## src/rtl/serial_load_assembler_pkg.sv

```systemverilog
// serial_load_assembler_pkg: shared state encoding and bit-counter sizing for the serial load assembler.
package serial_load_assembler_pkg;
  localparam logic [1:0] ST_IDLE  = 2'd0;
  localparam logic [1:0] ST_SHIFT = 2'd1;
  localparam logic [1:0] ST_LOAD  = 2'd2;
  typedef enum logic [1:0] {
    IDLE  = ST_IDLE,
    SHIFT = ST_SHIFT,
    LOAD  = ST_LOAD
  } state_t;
  function automatic int cnt_bits(input int n);
    return $clog2(n + 1);
  endfunction
endpackage

```

## src/rtl/serial_load_if.sv

```systemverilog
// serial_load_if: serial bit stream in, assembled word and status out.
interface serial_load_if #(
  parameter int N     = 3,
  parameter int CNT_W = 8
);
  logic             sin_valid;
  logic             sin_data;
  logic             sin_start;
  logic             abort;
  logic             load;
  logic [N-1:0]     D;
  logic             busy;
  logic             frame_err;
  logic [CNT_W-1:0] word_count;
  modport master (
    output sin_valid, sin_data, sin_start, abort,
    input  load, D, busy, frame_err, word_count
  );
  modport slave (
    input  sin_valid, sin_data, sin_start, abort,
    output load, D, busy, frame_err, word_count
  );
endinterface

```

## src/rtl/serial_load_shifter.sv

```systemverilog
// serial_load_shifter: N-bit shift register with bit counter; clr together with en restarts at bit 0.
module serial_load_shifter #(
  parameter int N         = 3,
  parameter bit MSB_FIRST = 1,
  parameter int CW        = 2
) (
  input  logic          clk,
  input  logic          rst_n,
  input  logic          en,
  input  logic          clr,
  input  logic          bit_in,
  output logic [N-1:0]  word_next,
  output logic [CW-1:0] count
);
  logic [N-1:0] word;
  logic [N-1:0] base;
  assign base = clr ? '0 : word;
  // word_next is the value after this edge's shift, so the top can latch D in the same edge
  generate
    if (N == 1) begin : g_one
      assign word_next = bit_in;
    end else if (MSB_FIRST) begin : g_msb
      assign word_next = {base[N-2:0], bit_in};
    end else begin : g_lsb
      assign word_next = {bit_in, base[N-1:1]};
    end
  endgenerate
  always_ff @(posedge clk or negedge rst_n) begin
    if (!rst_n) begin
      word  <= '0;
      count <= '0;
    end else if (en) begin
      word  <= word_next;
      count <= (clr ? '0 : count) + 1'b1;
    end else if (clr) begin
      word  <= '0;
      count <= '0;
    end
  end
endmodule

```

## src/rtl/serial_load_assembler.sv

```systemverilog
// serial_load_assembler: assembles framed serial bits into an N-bit word and pulses load once per word.
module serial_load_assembler
  import serial_load_assembler_pkg::*;
#(
  parameter int N         = 3,
  parameter bit MSB_FIRST = 1,
  parameter int CNT_W     = 8
) (
  input logic           clk,
  input logic           rst_n,
  serial_load_if.slave  bus
);
  localparam int CW = cnt_bits(N);
  state_t       st;
  state_t       nxt;
  logic         in_shift;
  logic         en;
  logic         clr;
  logic         done;
  logic         err;
  logic [N-1:0] word_next;
  logic [CW-1:0] count;
  assign in_shift = st == SHIFT;
  // outside SHIFT a start bit always begins a fresh frame; inside, a start bit restarts it
  assign clr  = !in_shift | bus.abort | (bus.sin_valid & bus.sin_start);
  assign en   = bus.sin_valid & (in_shift ? !bus.abort : bus.sin_start);
  assign done = en && ((clr ? '0 : count) == CW'(N - 1));
  assign err  = bus.sin_valid & (in_shift ? (!bus.abort & bus.sin_start) : !bus.sin_start);
  assign nxt  = done ? LOAD : (en | (in_shift & !bus.abort)) ? SHIFT : IDLE;
  serial_load_shifter #(.N(N), .MSB_FIRST(MSB_FIRST), .CW(CW)) u_shifter (
    .clk       (clk),
    .rst_n     (rst_n),
    .en        (en),
    .clr       (clr),
    .bit_in    (bus.sin_data),
    .word_next (word_next),
    .count     (count)
  );
  always_ff @(posedge clk or negedge rst_n) begin
    if (!rst_n) begin
      st             <= IDLE;
      bus.load       <= 1'b0;
      bus.D          <= '0;
      bus.busy       <= 1'b0;
      bus.frame_err  <= 1'b0;
      bus.word_count <= '0;
    end else begin
      st            <= nxt;
      bus.load      <= nxt == LOAD;
      bus.busy      <= nxt == SHIFT;
      bus.frame_err <= err;
      if (done) bus.D <= word_next;
      if (st == LOAD) bus.word_count <= bus.word_count + 1'b1;
    end
  end
endmodule

```

## src/flat_wrapper.sv

```systemverilog
// flat-port wrapper written by rule: the top's interface ports become plain ports
module serial_load_assembler_flat import serial_load_assembler_pkg::*;
#(
  parameter int N         = 3,
  parameter bit MSB_FIRST = 1,
  parameter int CNT_W     = 8
)
  (clk, rst_n, bus_sin_valid, bus_sin_data, bus_sin_start, bus_abort, bus_load, bus_D, bus_busy, bus_frame_err, bus_word_count);
  serial_load_if #(.N(N), .CNT_W(CNT_W)) bus_i ();
  input logic clk;
  input logic rst_n;
  input wire logic [$bits(bus_i.sin_valid)-1:0] bus_sin_valid;
  input wire logic [$bits(bus_i.sin_data)-1:0] bus_sin_data;
  input wire logic [$bits(bus_i.sin_start)-1:0] bus_sin_start;
  input wire logic [$bits(bus_i.abort)-1:0] bus_abort;
  output wire logic [$bits(bus_i.load)-1:0] bus_load;
  output wire logic [$bits(bus_i.D)-1:0] bus_D;
  output wire logic [$bits(bus_i.busy)-1:0] bus_busy;
  output wire logic [$bits(bus_i.frame_err)-1:0] bus_frame_err;
  output wire logic [$bits(bus_i.word_count)-1:0] bus_word_count;
  assign bus_i.sin_valid = bus_sin_valid;
  assign bus_i.sin_data = bus_sin_data;
  assign bus_i.sin_start = bus_sin_start;
  assign bus_i.abort = bus_abort;
  assign bus_load = bus_i.load;
  assign bus_D = bus_i.D;
  assign bus_busy = bus_i.busy;
  assign bus_frame_err = bus_i.frame_err;
  assign bus_word_count = bus_i.word_count;
  serial_load_assembler #(.N(N), .MSB_FIRST(MSB_FIRST), .CNT_W(CNT_W)) u_core (.clk(clk), .rst_n(rst_n), .bus(bus_i));
endmodule
```

## config.mk

```make
export PLATFORM = sky130hd
export DESIGN_NAME = serial_load_assembler_flat
export DESIGN_NICKNAME = d
export VERILOG_FILES = /design/src/rtl/serial_load_assembler_pkg.sv /design/src/rtl/serial_load_if.sv /design/src/rtl/serial_load_shifter.sv /design/src/rtl/serial_load_assembler.sv /design/src/flat_wrapper.sv
export SDC_FILE = /design/constraint.sdc
export NUM_CORES = 1
export LEC_CHECK = 0
export CORE_AREA = 3 3 45 47
export CTS_BUF_LIST = sky130_fd_sc_hd__clkbuf_4 sky130_fd_sc_hd__clkbuf_8
export CTS_CLUSTER_SIZE = 40
export DETAILED_ROUTE_END_ITERATION = 10
export DIE_AREA = 0 0 48 50
export PLACE_DENSITY = 0.77
export SLEW_MARGIN = 20
export SYNTH_ARGS = -nofsm -noshare
export SYNTH_HDL_FRONTEND = slang
export SYNTH_SLANG_ARGS = --single-unit
```

## constraint.sdc

```tcl
create_clock -name clk -period 2.8 [get_ports clk]
set_input_delay 0.28 -clock clk [delete_from_list [all_inputs] [get_ports clk]]
set_output_delay 0.28 -clock clk [all_outputs]
set_load 0.01 [all_outputs]
```

# --- After elaboration in Yosys (flattened, before gate mapping) ---
# Cells that the tools add are included.
totals:
  reg_bits: 20
  input_bits: 6
  elab_cells: 35
op_classes:
  add_sub_neg: 2
  eq_ne: 5
  muxes: 8
  n_bitwise: 8
  reduce_logical: 4
op_table:
  columns: ["operator", "n"]
  rows:
  - ["$mux W2", 5]
  - ["$add A8 B1 Y8 const B", 1]
  - ["$eq A2 B2 Y1 const B", 3]
  - ["$and A1 B1 Y1", 5]
  - ["$eq A2 B1 Y1 const B", 2]
  - ["$logic_not A1 Y1", 3]
  - ["$mux W1", 3]
  - ["$or A1 B1 Y1", 3]
  - ["$add A2 B1 Y2 const B", 1]
  - ["$logic_and A1 B1 Y1", 1]

# --- Longest topological paths before layout ---
logic_depth:
  word_depth: 9
  ltp_mapped: 8

# --- Cells and area by module ---
# From an unflattened synthesis, not the netlist that was laid out.
hier_totals:
  cells_unflattened: 67
  area_unflattened_um2: 830.8
modules_own_cells:
  columns: ["module", "instances", "cells_each", "area_each_um2", "seq_area_each_um2"]
  rows:
  - ["serial_load_assembler", 1, 52, 646.9, 350.3]
  - ["serial_load_shifter", 1, 15, 183.9, 100.1]

# --- Worst setup path before layout ---
# OpenSTA, ideal clock, no wires.
synth_path:
  path_kind: "reg2reg"
  startpoint: "register, netlist name u_core.bus.load"
  endpoint: "register u_core.bus.D[0]"
  t_arrival_ns: 1.899
  slack_ns: 0.776
  stages_incl_launch_ff: 9
  path_buffers: 1
  period_less_slack_ns: 2.024
  cell_sequence: "dfrtp_1 or3b_1 buf_6 a21oi_2 and2_1 ha_1 nand2_1 a21oi_4 mux2_4"
synth_lines:
  columns: ["element", "line", "text"]
  rows:
  - ["end signal: assignment", "serial_load_assembler.sv:52", "if (done) bus.D <= word_next;"]
  - ["end: declaration", "serial_load_if.sv:21", "output load, D, busy, frame_err, word_count"]

# --- Worst setup path in the final report ---
layout_path:
  startpoint: "input bus_abort"
  endpoint: "register u_core.bus.D[0]"
layout_between:
  elab_chain_cells: 5
layout_lines:
  columns: ["element", "line", "text"]
  rows:
  - ["start: declaration", "flat_wrapper.sv:15", "input wire logic [$bits(bus_i.abort)-1:0] bus_abort;"]
  - ["$or A1 B1 Y1 (2 in series)", "serial_load_assembler.sv:25", "assign clr = !in_shift | bus.abort | (bus.sin_valid & bus.sin_start);"]
  - ["$mux W2", "serial_load_assembler.sv:27", "assign done = en && ((clr ? '0 : count) == CW'(N - 1));"]
  - ["$eq A2 B2 Y1", "serial_load_assembler.sv:27", null]
  - ["$logic_and A1 B1 Y1 *", "serial_load_assembler.sv:27", null]
  - ["net u_core.done", "serial_load_assembler.sv:19", "logic done;"]
# Mark *: on every way through the listed nets, which the timed path passes. The rest lies on a longest branch.
# A chain may end at the register's enable or synchronous reset.

==> out/metrics.cfg <==
[outcome]
status=completed

[die]
start_util_pct=48.67
rows=15
die_x_um=48
core-area_um2=1689
die_h_um=50
ios=20
die_area_um2=2400

[finish]
regArea_um2=450.4
drive_above_1_share_pct=8.602
final_common_cell=clkdlybuf4s50_1
final_cell_mix=clkdlybuf4s50_1 (19), dfrtp_1 (18), nand2_1 (10)
antenna_cells=0
nFillCells=137
syn2layout_area_growth_pct=28.31
instances_no_fill=110
nNetsFinal=102
utilization_pct=62.44
multi_input_area_um2=341.6

[flow_run]
cap_violations=0

[setup_path]
arrival_ps=2370
crit_slowest_cell=or3b_1
slowest_delay_ps=530
r2r-start=u_core.bus.load
path_cells=clkdlybuf4s50_1, or3b_1, a21oi_2, and2_1, ha_1, nand2_1, a21oi_4, mux2_4
worst-path-max-fanout=8
required_ps=2990
start_kind=input pin
worst-setup-path-type=in2reg
endpoint_kind=register
cp-startpoint=bus_abort

[synth]
synth_cells=72
synthDistinctLibCells=27
ys_seq_area_share_pct=54.79
synth_warnings=0
syn_avg_cell_area_um2=11.42
synth_area_um2=822.0
synthTopCellsByArea=dfrtp_1 (55%), xnor2_1 (5.3%), nand2_1 (4.6%)
synth_nets=80
yosys.area.top_type=dfrtp_1
yosysTopAreaCellShare_pct=54.79
ys_ff_latch=18

[timing]
finClkSkew_ps=0.8460
fmax_mhz=458.6
fin_crit_sh_pct=77.88
max_slew_margin_pct=48.15
maxSlewViolCount=0
holdWs_ps=433.0
tightest_slew_ps=775.4
rsz0062_at_grt=no
fin_crit_ps=2181
timing.final.hold_violations=0
setup_ws_ps=619.3
setup_tns_ps=0
finalSetupViolCount=0

[place]
place_ws_ps=311.1
placed_cells=106
numPortBuffers=19
hpwlAfterDp_um=1080
gp_congestion=0.7849

[power_and_ir_drop]
clockPowerShare_pct=32.4
peakVddDrop_mv=0.3627
p_switching_uw=118.2
p_sw_share_pct=23.77
p_leak_nw=0.4875
combPwrFrac_pct=11.9
pwr-share-seq_pct=55.8
p_int_uw=379.1
power.density_nw_per_um2=471.4

[drt]
viasPerCell=5.109
drt-initial-drc-count=2
drt-total-wl_um=1445
first_pass_iters=4
wl_per_cell_um=13.14
ant_nets=0
via_count=562
remaining_drc_errors=0

[clock_tree]
numCtsBuffers=3
htreeDepth=1
cts_root_buffer=clkbuf_4
clockBufferDepth=2
postCtsHoldBufs=0
insertion_delay_ps=290
cts.clk_slew.worst_paths_ps=100
cts.sinks=18
post-cts-setup-buffers=0
cts_resized=0
cts_tree=built

[grt]
gr-total-overflow=0
antenna_found_initial=0
grt_pass1_wl_um=2594
grt_usage_pct=15.09
grt_max_degree=19
first_global_vias=556

[worst_hold_path]
holdCritPathClass=in2async

-- power groups by stage --
stage               clock network, mW  registers, mW  logic (mW)
floorplan                           0          0.285      0.0265
global placement                    0          0.283      0.0584
detailed placement                  0          0.283      0.0595
CTS                             0.165          0.278      0.0599
global route                    0.178          0.279      0.0652
finish                          0.161          0.277      0.0589
-- worst max-delay path: cells and delay by family --
family,cells,cell delay (ps)
adders and majority gates,1,130
AOI/OAI and AO/OA,2,450
and+or+nand+nor,3,760
muxes,1,320
buffers and inverters,1,420
-- synthesized netlist by cell type --
| cell | instances |
|---|---|
| clkbuf_1 | 1 |
| a21oi_1 | 2 |
| o21ai_0 | 1 |
| inv_1 | 4 |
| or3b_1 | 1 |
| mux2_2 | 1 |
| o22ai_1 | 2 |
| ha_1 | 2 |
| a21oi_4 | 1 |
| nor2_1 | 3 |
| xor2_1 | 2 |
| a211oi_1 | 1 |
| a21oi_2 | 1 |
| or2b_1 | 1 |
| nand2_1 | 10 |
| buf_6 | 1 |
| mux2i_1 | 3 |
| xnor2_1 | 5 |
| mux2_4 | 1 |
| nand3b_1 | 2 |
| and3_1 | 2 |
| and2_1 | 1 |
| o311ai_0 | 1 |
| nand3_1 | 3 |
| and2b_1 | 1 |
| dfrtp_1 | 18 |
| and4_1 | 1 |
-- per-layer routing --
layer / routed length (um) / up-vias / global-route usage (%)
met4: 15 / 0 / 6.726
met5: 0 / - / 0
met1: 725 / 268 / 21.64
li1: - / 286 / -
met3: 40 / 2 / 3.285
met2: 663 / 6 / 21.15
-- per-stage QoR --
step / power (mW) / area (um^2)
after detailed placement: 0.3421 / 1018
after global routing: 0.5229 / 1055
after global placement: 0.3410 / 1018
final: 0.4973 / 1055
after CTS: 0.5025 / 1055
after floorplan: 0.3112 / 822.0
-- kinds of logic after synthesis --
kind of cell               share of synthesized area (%)
and+or+nand+nor                                    15.83
DFF                                                54.79
AOI/OAI and AO/OA                                  8.372
xor gates and xnor gates                           7.458
buffers and inverters                              3.652
muxes                                              6.849
adders and majority gates                          3.044
-- flip-flops by register name, indices dropped and copies added, names as in the netlist --
register,cells
u_core.st,1
u_core.u_shifter.word,2
u_core.u_shifter.count,2
u_core.bus.D,3
u_core.bus.word_count,8
u_core.bus.load,1
u_core.bus.frame_err,1
-- final cells by class --
cell class                 count  area share, %
multi-input combinational     48          32.38
timing repair buffer          19          18.03
tap                           17          2.017
clock buffer                   4          3.440
sequential                    18          42.70
inverter                       4          1.423
-- worst paths after layout --
path / endpoint / slack (ps) / cells past startpoint
hold reg to reg: u_core.bus.word_count[7] / 470 / 1
min in group clk: u_core.bus.word_count[7] / 470 / 1
setup / recovery: u_core.bus.D[0] / 620 / 8
setup reg to reg: u_core.bus.D[0] / 620 / 7
hold / removal: u_core.bus.word_count[1] / 430 / 1
max in group asynchronous: u_core.bus.D[0] / 1890 / 1
Power figures use the tool's default switching activity.
